$ cat src/rtl/mux_nxm_reg.sv
// Registered NIN-ring + per-output-local-port steering mux with duplicate/illegal-select flags.
// Latency: 1 cycle from inputs to out_data/out_valid/dup_err; one word per output per cycle.
// Backpressure: none, outputs update every cycle; MUX_NXM_STATS_EN adds saturating flit_cnt.
module mux_nxm_reg #(
    parameter int NIN  = 4,
    parameter int NOUT = 2,
    parameter int W    = 64,
    localparam int SW  = $clog2(NIN + 1)
) (
    input  logic                 clk,
    input  logic                 rst,
    input  logic [NIN*W-1:0]     in_data,
    input  logic [NIN-1:0]       in_valid,
    input  logic [NOUT*W-1:0]    loc_data,
    input  logic [NOUT-1:0]      loc_valid,
    input  logic [NOUT*SW-1:0]   sel,
    input  logic [NOUT-1:0]      sel_load,
    output logic [NOUT*W-1:0]    out_data,
    output logic [NOUT-1:0]      out_valid,
    output logic                 dup_err,
    output logic [NOUT-1:0]      sel_err
`ifdef MUX_NXM_STATS_EN
    ,
    output logic [NOUT*16-1:0]   flit_cnt
`endif
);

    logic [SW-1:0]   sel_q   [NOUT];
    logic [SW-1:0]   eff     [NOUT];
    logic [W-1:0]    mux_dat [NOUT];
    logic [NOUT-1:0] mux_vld;
    logic [NOUT-1:0] sel_bad;
    logic            dup_hit;

    // A load bypasses the held select so it steers the word captured in the same cycle.
    always_comb begin
        for (int o = 0; o < NOUT; o++) begin
            eff[o]     = sel_load[o] ? sel[o*SW +: SW] : sel_q[o];
            sel_bad[o] = sel_load[o] && (sel[o*SW +: SW] > SW'(NIN));
            mux_dat[o] = loc_data[o*W +: W];
            mux_vld[o] = loc_valid[o];
            for (int i = 0; i < NIN; i++) begin
                if (eff[o] == SW'(i)) begin
                    mux_dat[o] = in_data[i*W +: W];
                    mux_vld[o] = in_valid[i];
                end
            end
        end
    end

    // Duplicate: some valid ring input is claimed by two or more outputs.
    always_comb begin
        logic seen;
        dup_hit = 1'b0;
        seen    = 1'b0;
        for (int i = 0; i < NIN; i++) begin
            seen = 1'b0;
            for (int o = 0; o < NOUT; o++) begin
                if (in_valid[i] && (eff[o] == SW'(i))) begin
                    if (seen) dup_hit = 1'b1;
                    seen = 1'b1;
                end
            end
        end
    end

    always_ff @(posedge clk or posedge rst) begin
        if (rst) begin
            for (int o = 0; o < NOUT; o++) sel_q[o] <= SW'(NIN);
            out_data  <= '0;
            out_valid <= '0;
            dup_err   <= 1'b0;
            sel_err   <= '0;
        end else begin
            for (int o = 0; o < NOUT; o++) begin
                if (sel_load[o]) sel_q[o] <= sel[o*SW +: SW];
                out_data[o*W +: W] <= mux_dat[o];
                out_valid[o]       <= mux_vld[o];
                sel_err[o]         <= sel_err[o] | sel_bad[o];
            end
            dup_err <= dup_hit;
        end
    end

`ifdef MUX_NXM_STATS_EN
    // Counters track the valid being registered this edge and stick at all-ones.
    always_ff @(posedge clk or posedge rst) begin
        if (rst) begin
            flit_cnt <= '0;
        end else begin
            for (int o = 0; o < NOUT; o++) begin
                if (mux_vld[o] && (flit_cnt[o*16 +: 16] != 16'hFFFF))
                    flit_cnt[o*16 +: 16] <= flit_cnt[o*16 +: 16] + 16'd1;
            end
        end
    end
`endif

endmodule

$ cat config.mk
export PLATFORM = sky130hd
export DESIGN_NAME = mux_nxm_reg
export DESIGN_NICKNAME = d
export VERILOG_FILES = /design/src/rtl/mux_nxm_reg.sv
export SDC_FILE = /design/constraint.sdc
export NUM_CORES = 1
export LEC_CHECK = 0
export CAP_MARGIN = 20
export CORE_AREA = 10 10 199 201
export CTS_BUF_LIST = sky130_fd_sc_hd__clkbuf_8
export DETAILED_ROUTE_END_ITERATION = 10
export DIE_AREA = 0 0 209 211
export PLACE_DENSITY = 0.69
export SYNTH_ARGS = -nofsm -noshare
export SYNTH_HDL_FRONTEND = slang
export SYNTH_SLANG_ARGS = --single-unit
$ cat constraint.sdc
create_clock -name clk -period 5.6 [get_ports clk]
set_clock_uncertainty 0.05 [all_clocks]
set_input_delay 0.56 -clock clk [delete_from_list [all_inputs] [get_ports clk]]
set_output_delay 0.56 -clock clk [all_outputs]
set_load 0.01 [all_outputs]
* Word level (Yosys, flattened, before mapping) *
Index checks and enable logic that the tools add are counted.
Widths: inputs -> output; s select.

storage, ports and cells
  register bits = 139
  input port bits = 400
  output and inout bits = 133
  logic and storage cells = 58

cells by class
  $lt $le $gt $ge = 2
  equal/unequal tests = 6
  mux-type cells = 30
  bitwise logic cells = 2
  reductions and logical operators = 12

operators with widths
  operator            number
  $mux 64             8
  $mux 1              20
  $eq 3x2->1 const B  4
  $logic_and 1x1->1   10
  $eq 3x1->1 const B  2
  $gt 3x3->1 const B  2
  $logic_not 3->1     2
  $mux 3              2
  $or 1x1->1          2

* Depth between registers and ports, before layout *
  word-level depth = 12
  mapped depth = 9

* Worst setup path after synthesis *
OpenSTA, ideal clock, no wires.

  path type = in2reg
  start point = in sel_load[0]
  end point = reg out_data[27]
  setup time = 0.126 ns
  arrival time = 1.843 ns
  setup slack = 3.581 ns
  cell stages on the path = 7
  buffers on the path = 3
  path through = buf_6 and3b_1 or2_1 buf_4 buf_6 a22o_1 a221o_1

RTL lines
  item                           line  RTL
  start, declared                17    input logic [NOUT-1:0] sel_load,
  end signal, assigned by index  77    out_data[o*W +: W] <= mux_dat[o];
  end, declared                  18    output logic [NOUT*W-1:0] out_data,

==> metrics.txt <==
result of the run finished, final reports clean; reg-to-reg slack, setup 2.84 ns; initial antenna violation count 0; DP Wirelength 38700 um; final slew viol count 0; portion of total power attributed to the clock network 26.2%; fill cell total of the finished layout 3461; Power Density 241 nW/um^2; startpoint type of the worst setup path input port; Setup TNS Final 0 ns; Worst-Margin Slew 1.12 ns; number of synthesized register bits 139; number of setup violations in the final report 0; Clock H-tree levels 4; number of buffers inserted to repair setup after CTS 0; post-synthesis cell type count 46; highest fanout seen on the critical path 48; Synthesis Warnings 0; internal power consumption 2.41 mW; combinational share of power 40.4%; switch share 33.9%; Multi-input gate area 5090 sq um; clock root buffer clkbuf_8; horizontal extent of the die 209 um; syn_area_per_cell 9.05 sq um; fin crit period 3.17 ns; DIE AREA 44100 sq um; Period Utilization, post-route 56.7%; drc violations 0; Final GP Congestion 0.928; CP Data Required Time 5.88 ns; unrepaired setup endpoints after global routing no; CORE AREA 35400 sq um; via count 10844; post-route cell area 15200 sq um; layout cell share with drive strength beyond 1 5.10%; via density per instance 5.56; GRT Residual Overflow 0; most common cell after layout, fill and taps aside clkdlybuf4s50_1; endpoint of the worst register-to-register path out_data[22]$_DFF_PP0_; leakage component of the power 6.20 nW; boundary pin count 533; site row count 69; Seq. cell area 3480 sq um; net count after synthesis 1399; proportion of synthesized flip-flops having asynchronous set or reset 100%; Setup crit end kind flop; number of buffer cells added on primary ports 532; Max Cap Viol 0; sequential share of the synthesized area 38.5%; clock latency of the later-clocked register in the worst-skew pair 0.49 ns; wire length reported by the detailed router 53200 um; post-cts hold buffer count 0; min-delay worst type reg2reg; most used flip-flop cell after synthesis dfrtp_1; vias in the first global route 11342; data arrival time of the critical path 3.45 ns; tightest slew margin relative to the limit 25.0%; post-place instance area 14700 sq um; Cells after Synth 999; overall track demand over capacity in global routing 22.9%; most used cells in the layout excluding fill and tap cells clkdlybuf4s50_1, dfrtp_1, a21oi_1, nand2_1, mux2i_1; worst min-delay path startpoint sel_err[1]$_DFF_PP0_; hold path endpoint sel_err[1]$_DFF_PP0_; drt initial violations 1076; die height 211 um; area of the mapped netlist 9040 sq um; drt wl/cell 27.3 um; Num Clock Sinks 139; # nets final 1876; Sequential Power Share 33.3%; cells on worst reg2reg path 6; largest buffer count on any clock path 2; number of instances resized during post-cts repair 0; starting density of the core 25.5%; global-route wire length before repair 76600 um; pin count of the biggest net entering global routing 82; switching component of the power 1.24 mW; maximum resistive drop on vdd 0.000141 V; Inserted Clock Buffers 17; worst hold path cell count 1; Clk pin slew, worst setup/hold paths 0.08 ns; count of final hold-check violations 0; TritonRoute pass-1 iters 9; upper clock frequency limit 0.315 GHz; Setup Crit Path Kind in2reg; area delta synth->final 67.6%; Routed Antenna Nets 0; reg-to-reg critical path startpoint sel_q[4]$_DFF_PP0_; count of flip-flops with a built-in enable after synthesis 0; TritonCTS clock tree done
-- cell usage after synthesis, types with 6 or more instances --
| master | n | area (sq um) |
|---|---|---|
| buf_6 | 10 | 113 |
| a22o_1 | 18 | 158 |
| a221o_1 | 17 | 170 |
| o21bai_1 | 6 | 45.0 |
| dfrtp_1 | 137 | 3430 |
| buf_4 | 7 | 52.6 |
| nand2_1 | 126 | 473 |
| a21o_1 | 42 | 315 |
| nor2_1 | 53 | 199 |
| mux2i_1 | 73 | 731 |
| a21oi_1 | 128 | 641 |
| and3_1 | 60 | 375 |
| o21ai_0 | 46 | 230 |
| clkbuf_1 | 47 | 176 |
| mux2_1 | 65 | 732 |
| o21ai_1 | 17 | 85.1 |
| nand3_1 | 18 | 90.1 |
| buf_2 | 29 | 145 |
| a222oi_1 | 42 | 420 |
| inv_1 | 8 | 30.0 |
-- power groups by stage --
stage / Combinational, mW / Sequential (mW) / Clock [mW]
floorplan: 0.526 / 1.31 / 0
global placement: 1.46 / 1.23 / 0
detailed placement: 1.47 / 1.24 / 0
CTS: 1.47 / 1.22 / 0.981
global route: 1.56 / 1.23 / 1.02
finish: 1.48 / 1.22 / 0.957
-- worst max-delay path, stage by stage --
cell             delay (ns)
clkdlybuf4s50_1        0.77
or3b_1                 0.39
buf_4                  0.22
nand2_4                0.71
buf_4                  0.39
mux2i_1                0.23
mux2i_1                0.10
-- worst max path at each step --
stage	from	end	slack [ns]	depth (start not counted)
2_1_floorplan	rst	dup_err$_DFF_PP0_	1.27	1
4_1_cts	sel_load[0]	out_data[22]$_DFF_PP0_	2.54	7
3_5_place_dp	sel_load[0]	out_data[22]$_DFF_PP0_	1.97	7
6_report	sel_load[0]	out_data[22]$_DFF_PP0_	2.43	7
3_3_place_gp	sel_load[0]	out_data[61]$_DFF_PP0_	2.08	7
5_1_grt	sel_load[0]	out_data[22]$_DFF_PP0_	2.36	7
-- sequential cells by signal, indices dropped and copies added (netlist names) --
register	flops
dup_err	1
out_data	128
out_valid	2
sel_err	2
sel_q	6
-- per-layer routing --
| metal | routed length (um) | vias up | global-route usage, % |
|---|---|---|---|
| li1 | - | 4660 | - |
| met1 | 20200 | 5314 | 26.7 |
| met3 | 5160 | 115 | 6.83 |
| met2 | 26100 | 755 | 38.7 |
| met4 | 1720 | 0 | 9.20 |
| met5 | 0 | - | 0 |
-- final cells by class --
cell class | instances | share of cell area, %
antenna | 1 | 0.0165
clock buffer | 17 | 1.54
clock inverter | 15 | 1.32
inverter | 10 | 0.297
multi-input combinational | 754 | 33.6
sequential | 139 | 23.0
tap | 461 | 3.81
timing repair buffer | 554 | 36.5
-- metrics by stage --
step	total power, mW	util [%]	setup WS, ns	instances	hold WS (ns)
global route	3.81	42.8	2.36	1950	0.468
finish	3.65	42.8	2.43	1951	0.451
floorplan	1.83	-	1.27	999	0.450
detailed placement	2.70	41.5	1.97	1917	0.413
CTS	3.67	42.8	2.54	1949	0.451
global placement	2.69	41.5	2.08	1917	0.413
-- logic make-up (layout without fill, tap and decap cells) --
group / after synthesis / count (layout) / synth area share, %
AO/OA/AOI/OAI: 334 / 334 / 24.4
buffers and inverters: 106 / 596 / 5.92
AND/OR/NAND/NOR: 280 / 280 / 14.6
other: 0 / 1 / 0
flip-flops: 139 / 139 / 38.5
multiplexers: 140 / 140 / 16.6
No activity file was read; power rests on OpenSTA's default activity.
